**config.mk**
```make
export PLATFORM = sky130hd
export DESIGN_NAME = ex_mem_skid
export DESIGN_NICKNAME = d
export VERILOG_FILES = /design/src/rtl/ex_mem_skid.sv
export SDC_FILE = /design/constraint.sdc
export NUM_CORES = 1
export LEC_CHECK = 0
export ABC_AREA = 1
export CORE_ASPECT_RATIO = 2
export CORE_MARGIN = 4
export CORE_UTILIZATION = 47
export DETAILED_ROUTE_END_ITERATION = 10
export PLACE_DENSITY_LB_ADDON = 0.2
export SLEW_MARGIN = 20
export SYNTH_ARGS = -nofsm -noshare
export SYNTH_HDL_FRONTEND = slang
export SYNTH_SLANG_ARGS = --single-unit
```
**constraint.sdc**
```tcl
create_clock -name clk -period 1.4 [get_ports clk]
set_input_delay 0.42 -clock clk [delete_from_list [all_inputs] [get_ports clk]]
set_output_delay 0.42 -clock clk [all_outputs]
set_load 0.01 [all_outputs]
```
**src/rtl/ex_mem_skid.sv**
```systemverilog
// EX/MEM pipeline stage: two-entry elastic buffer (main + skid) with valid/ready on both sides,
// synchronous flush, and write enables forced low on bubbles.
module ex_mem_skid #(
   parameter int DATA_WIDTH   = 32,
   parameter int REG_WIDTH    = 5,
   parameter int PC_TGT_WIDTH = DATA_WIDTH - 2
) (
   input  logic                    clk,
   input  logic                    rst,
   input  logic                    i_flush,
   input  logic                    i_valid_EX,
   output logic                    o_ready_EX,
   input  logic [DATA_WIDTH-1:0]   i_alu_result_EX,
   input  logic [DATA_WIDTH-1:0]   i_write_data_EX,
   input  logic [DATA_WIDTH-1:0]   i_pc_plus4_EX,
   input  logic [REG_WIDTH-1:0]    i_rd_EX,
   input  logic                    i_reg_write_EX,
   input  logic [1:0]              i_result_src_EX,
   input  logic                    i_mem_write_EX,
   input  logic [PC_TGT_WIDTH-1:0] i_pc_target_EX,
   output logic                    o_valid_M,
   input  logic                    i_ready_M,
   output logic [DATA_WIDTH-1:0]   o_alu_result_M,
   output logic [DATA_WIDTH-1:0]   o_write_data_M,
   output logic [DATA_WIDTH-1:0]   o_pc_plus4_M,
   output logic [REG_WIDTH-1:0]    o_rd_M,
   output logic                    o_reg_write_M,
   output logic [1:0]              o_result_src_M,
   output logic                    o_mem_write_M,
   output logic [PC_TGT_WIDTH-1:0] o_pc_target_M,
   output logic [1:0]              o_occupancy
);

   typedef struct packed {
      logic [DATA_WIDTH-1:0]   alu_result;
      logic [DATA_WIDTH-1:0]   write_data;
      logic [DATA_WIDTH-1:0]   pc_plus4;
      logic [REG_WIDTH-1:0]    rd;
      logic                    reg_write;
      logic [1:0]              result_src;
      logic                    mem_write;
      logic [PC_TGT_WIDTH-1:0] pc_target;
   } payload_t;

   // Encoding doubles as the occupancy count.
   typedef enum logic [1:0] {
      EMPTY = 2'd0,
      ONE   = 2'd1,
      TWO   = 2'd2
   } state_t;

   state_t   state_reg;
   payload_t main_reg;
   payload_t skid_reg;
   payload_t in_pl;
   logic     valid_m_reg;
   logic     ready_ex_reg;
   logic     acc_in;
   logic     acc_out;

   assign in_pl = '{alu_result: i_alu_result_EX, write_data: i_write_data_EX,
                    pc_plus4: i_pc_plus4_EX, rd: i_rd_EX, reg_write: i_reg_write_EX,
                    result_src: i_result_src_EX, mem_write: i_mem_write_EX,
                    pc_target: i_pc_target_EX};

   // Ready comes from a flop only, so MEM back-pressure never reaches EX combinationally.
   assign acc_in  = i_valid_EX & ready_ex_reg;
   assign acc_out = valid_m_reg & i_ready_M;

   always_ff @(posedge clk) begin
      if (rst) begin
         state_reg    <= EMPTY;
         main_reg     <= '0;
         skid_reg     <= '0;
         valid_m_reg  <= 1'b0;
         ready_ex_reg <= 1'b1;
      end else if (i_flush) begin
         state_reg    <= EMPTY;
         valid_m_reg  <= 1'b0;
         ready_ex_reg <= 1'b1;
      end else begin
         case (state_reg)
            EMPTY: begin
               if (acc_in) begin
                  main_reg    <= in_pl;
                  valid_m_reg <= 1'b1;
                  state_reg   <= ONE;
               end
            end
            ONE: begin
               if (acc_in && acc_out) begin
                  main_reg <= in_pl;
               end else if (acc_in) begin
                  skid_reg     <= in_pl;
                  ready_ex_reg <= 1'b0;
                  state_reg    <= TWO;
               end else if (acc_out) begin
                  valid_m_reg <= 1'b0;
                  state_reg   <= EMPTY;
               end
            end
            TWO: begin
               if (acc_out) begin
                  main_reg     <= skid_reg;
                  ready_ex_reg <= 1'b1;
                  state_reg    <= ONE;
               end
            end
            default: begin
               state_reg    <= EMPTY;
               valid_m_reg  <= 1'b0;
               ready_ex_reg <= 1'b1;
            end
         endcase
      end
   end

   assign o_ready_EX     = ready_ex_reg;
   assign o_valid_M      = valid_m_reg;
   assign o_occupancy    = state_reg;
   assign o_alu_result_M = main_reg.alu_result;
   assign o_write_data_M = main_reg.write_data;
   assign o_pc_plus4_M   = main_reg.pc_plus4;
   assign o_rd_M         = main_reg.rd;
   assign o_result_src_M = main_reg.result_src;
   assign o_pc_target_M  = main_reg.pc_target;
   assign o_reg_write_M  = main_reg.reg_write & valid_m_reg;
   assign o_mem_write_M  = main_reg.mem_write & valid_m_reg;

endmodule
```
==> results.py, run 1 <==
metrics = {
    "outcome": {
        "status": "finished with violations",
        "violations": "negative setup slack",
    },
    "cts": {
        "cts_root_buf": "clkbuf_16",
        "cts.sinks": 274,
        "cts_made_buffers": 25,
        "cts_tree": "yes",
        "ctsHoldBuffers": 0,
        "htree_levels": 1,
        "clkTransAtPathRegs_ns": 0.07,
        "clk_path_buf_depth": 3,
        "worstSkewPairLatency_ns": 0.54,
    },
    "drt": {
        "viasPerCell": 5.13,
        "vias": 13534,
        "drtIter0Drc": 1102,
        "wl_um": 45400,
        "wl_per_cell_um": 17.2,
        "drt.antenna.violating_nets": 0,
        "drc": 0,
        "firstDrtPassIters": 6,
    },
    "global_route": {
        "grt_max_degree": 88,
        "grt_first_pass_wirelength_um": 64800,
        "gr-usage-all-layers_pct": 24.7,
        "grt_overflow": 0,
        "antenna_found_initial": 5,
        "first_global_vias": 12575,
    },
    "placement": {
        "place_area_sq_um": 16400,
        "hpwl_um": 26500,
        "gp_congestion": 0.819,
        "portBuffers": 278,
        "dpl.cell_count": 2535,
    },
    "synthesis": {
        "syn_area_sq_um": 13600,
        "avgSynthCellArea_sq_um": 6.54,
        "yosys.area.top_type": "dfxtp_1",
        "synth.most_common_cell": "nand2_1",
        "ys_warn_count": 0,
        "synthCells": 2085,
        "seq_area_frac_synth_pct": 40.2,
        "synth-seq-cells": 274,
        "async_flop_share_pct": 0,
        "ys.flop_type": "dfxtp_1",
        "synth_top_area_share_pct": 40.2,
        "synth-edff-count": 0,
        "synth_common_cells": "nand2_1, dfxtp_1, nor2_1, nand3_1, buf_4",
        "synthTopCellsByArea": "dfxtp_1, nand2_1, nand3_1",
        "yosysUniqueCellTypes": 23,
        "synth_nets": 2225,
    },
    "timing": {
        "max_freq_mhz": 619,
        "slew_viol_final": 0,
        "finalHoldViolCount": 0,
        "period_needed_ns": 1.62,
        "fin_tns_setup_ns": -42.42,
        "finalWorstSetupSlack_ns": -0.216,
        "setup_violations": 343,
        "post-route-period-util_pct": 115,
        "worst_pin_slew_ns": 0.557,
        "clock_skew_ns": 0.0137,
        "slew_headroom_pct": 62.9,
        "rsz0062_at_grt": "yes",
    },
    "die": {
        "core_sq_um": 28700,
        "start_util_pct": 47.4,
        "die_w_um": 128,
        "ios": 279,
        "dieArea_sq_um": 32000,
        "rows": 88,
        "die_y_um": 249,
    },
    "worst_setup_path": {
        "reg2reg_slack_ns": -0.22,
        "reg2reg_depth": 10,
        "r2r-end": "o_pc_target_M[6]$_SDFFE_PP0P_",
        "end_kind": "flop",
        "r2r-start": "o_valid_M$_SDFFE_PP0P_",
        "arrival_ns": 2.06,
        "critical_path_class": "flop to flop",
        "startpoint_type": "flop",
        "required_ns": 1.84,
        "path_max_fanout": 14,
    },
    "flow_run": {
        "drv_cap": 0,
    },
    "hold_path": {
        "hp-class": "input port to flop",
        "whs_endpoint": "o_occupancy[1]$_SDFFE_PP0P_",
        "min_from": "rst",
        "whs_path_depth": 2,
    },
    "pwr": {
        "p_per_area_nw_per_um2": 1030,
        "leakage_nw": 8.58,
        "power_mw": 19.5,
        "ir_worst_vdd_v": 0.00100,
    },
    "cells_and_area": {
        "layout.cells.non_filler": 2636,
        "areaGrowthSynthToFinish_pct": 38.9,
        "fin_nets": 2397,
        "drive_above_1_share_pct": 24.1,
        "fin_area_sq_um": 18900,
        "nFillCells": 2431,
        "largest_reg_flops": 135,
    },
}
## kinds of logic (layout without fill, tap and decap cells)
family                 after synthesis  in the layout  share of synthesized area (%)
flip-flops                         274            274                           40.2
buffers and inverters              422            607                           17.0
AO/OA/AOI/OAI                      142            142                           5.26
other                                0              4                              0
AND/OR/NAND/NOR                   1247           1249                           37.5
## metrics by stage
stage	utilization [%]	hold slack, ns	worst slack, ns
after floorplan	-	0.439	-0.0250
after global placement	57.0	0.447	-0.628
after detailed placement	57.0	0.451	-0.686
after CTS	62.7	0.121	-0.206
after global routing	65.9	0.158	-0.329
final	65.9	0.159	-0.216
## layer usage
metal | global-route usage (%) | part of all wire, %
met5 | 0 | 0.029
met4 | 11.7 | 4.8
met3 | 4.40 | 7.0
met2 | 44.2 | 52
met1 | 27.7 | 36
## worst max path at each step
stage                                 from                               to  cells past startpoint
2_1_floorplan  o_occupancy[0]$_SDFFE_PP0P_  o_alu_result_M[29]$_SDFFE_PP0P_                     10
3_3_place_gp                    i_valid_EX     o_pc_plus4_M[6]$_SDFFE_PP0P_                      8
3_5_place_dp                    i_valid_EX    o_pc_plus4_M[19]$_SDFFE_PP0P_                      8
4_1_cts             o_valid_M$_SDFFE_PP0P_                    o_mem_write_M                      3
5_1_grt        o_occupancy[1]$_SDFFE_PP0P_      o_occupancy[1]$_SDFFE_PP0P_                      8
6_report            o_valid_M$_SDFFE_PP0P_    o_pc_target_M[6]$_SDFFE_PP0P_                     10
## critical path, cell delays in order, from the launching register on
cell and delay (ns):
dfxtp_4 0.38, buf_6 0.12, nand2_8 0.06, nand3_4 0.09, nand2_2 0.07, nor2_4 0.18, buf_6 0.17, clkbuf_16 0.18
nand3_1 0.10, nand2_1 0.09, nor2_1 0.05
## report_power, final
part	leakage (nW)	internal [mW]	switching (mW)
clock network	0.394	3.98	3.08
logic	5.90	2.01	1.88
registers	2.29	8.25	0.302
total	8.58	14.2	5.26
## cells in the final DEF, fill, tap and decap left out, types with 33 or more instances in the layout
| master | count |
|---|---|
| dfxtp_1 | 136 |
| buf_4 | 50 |
| nand3_1 | 263 |
| nor2_1 | 272 |
| clkdlybuf4s50_1 | 138 |
| a21oi_1 | 119 |
| nand2_1 | 647 |
| nand2_2 | 33 |
| inv_1 | 139 |
| dfxtp_2 | 131 |
| buf_6 | 148 |
| buf_12 | 49 |
| clkbuf_16 | 43 |
## what timing repair did
| item | CTS | global route |
|---|---|---|
| buffers inserted | 18 | 3 |
| cloned | 9 | 25 |
| gates resized for setup | 876 | 95 |
| pin swaps | 20 | 50 |
| setup endpoints to repair | 411 | 411 |
## final cells by class
| cell class | count | area (sq um) | share of cell area [%] |
|---|---|---|---|
| antenna | 4 | 10.0 | 0.0529 |
| clock buffer | 33 | 686 | 3.62 |
| clock inverter | 9 | 125 | 0.661 |
| inverter | 145 | 564 | 2.98 |
| multi-input combinational | 1391 | 6200 | 32.8 |
| sequential | 274 | 5680 | 30.0 |
| tap | 360 | 450 | 2.38 |
| timing repair buffer | 420 | 5220 | 27.6 |
Note: power is estimated with default switching activity, not from simulation.
==> run 2, diff against run 1 <==
CAP_MARGIN = 20   (was default)
==> results of run 2 <==
No change in the layout: final DEF, timing and power equal those of run 1.
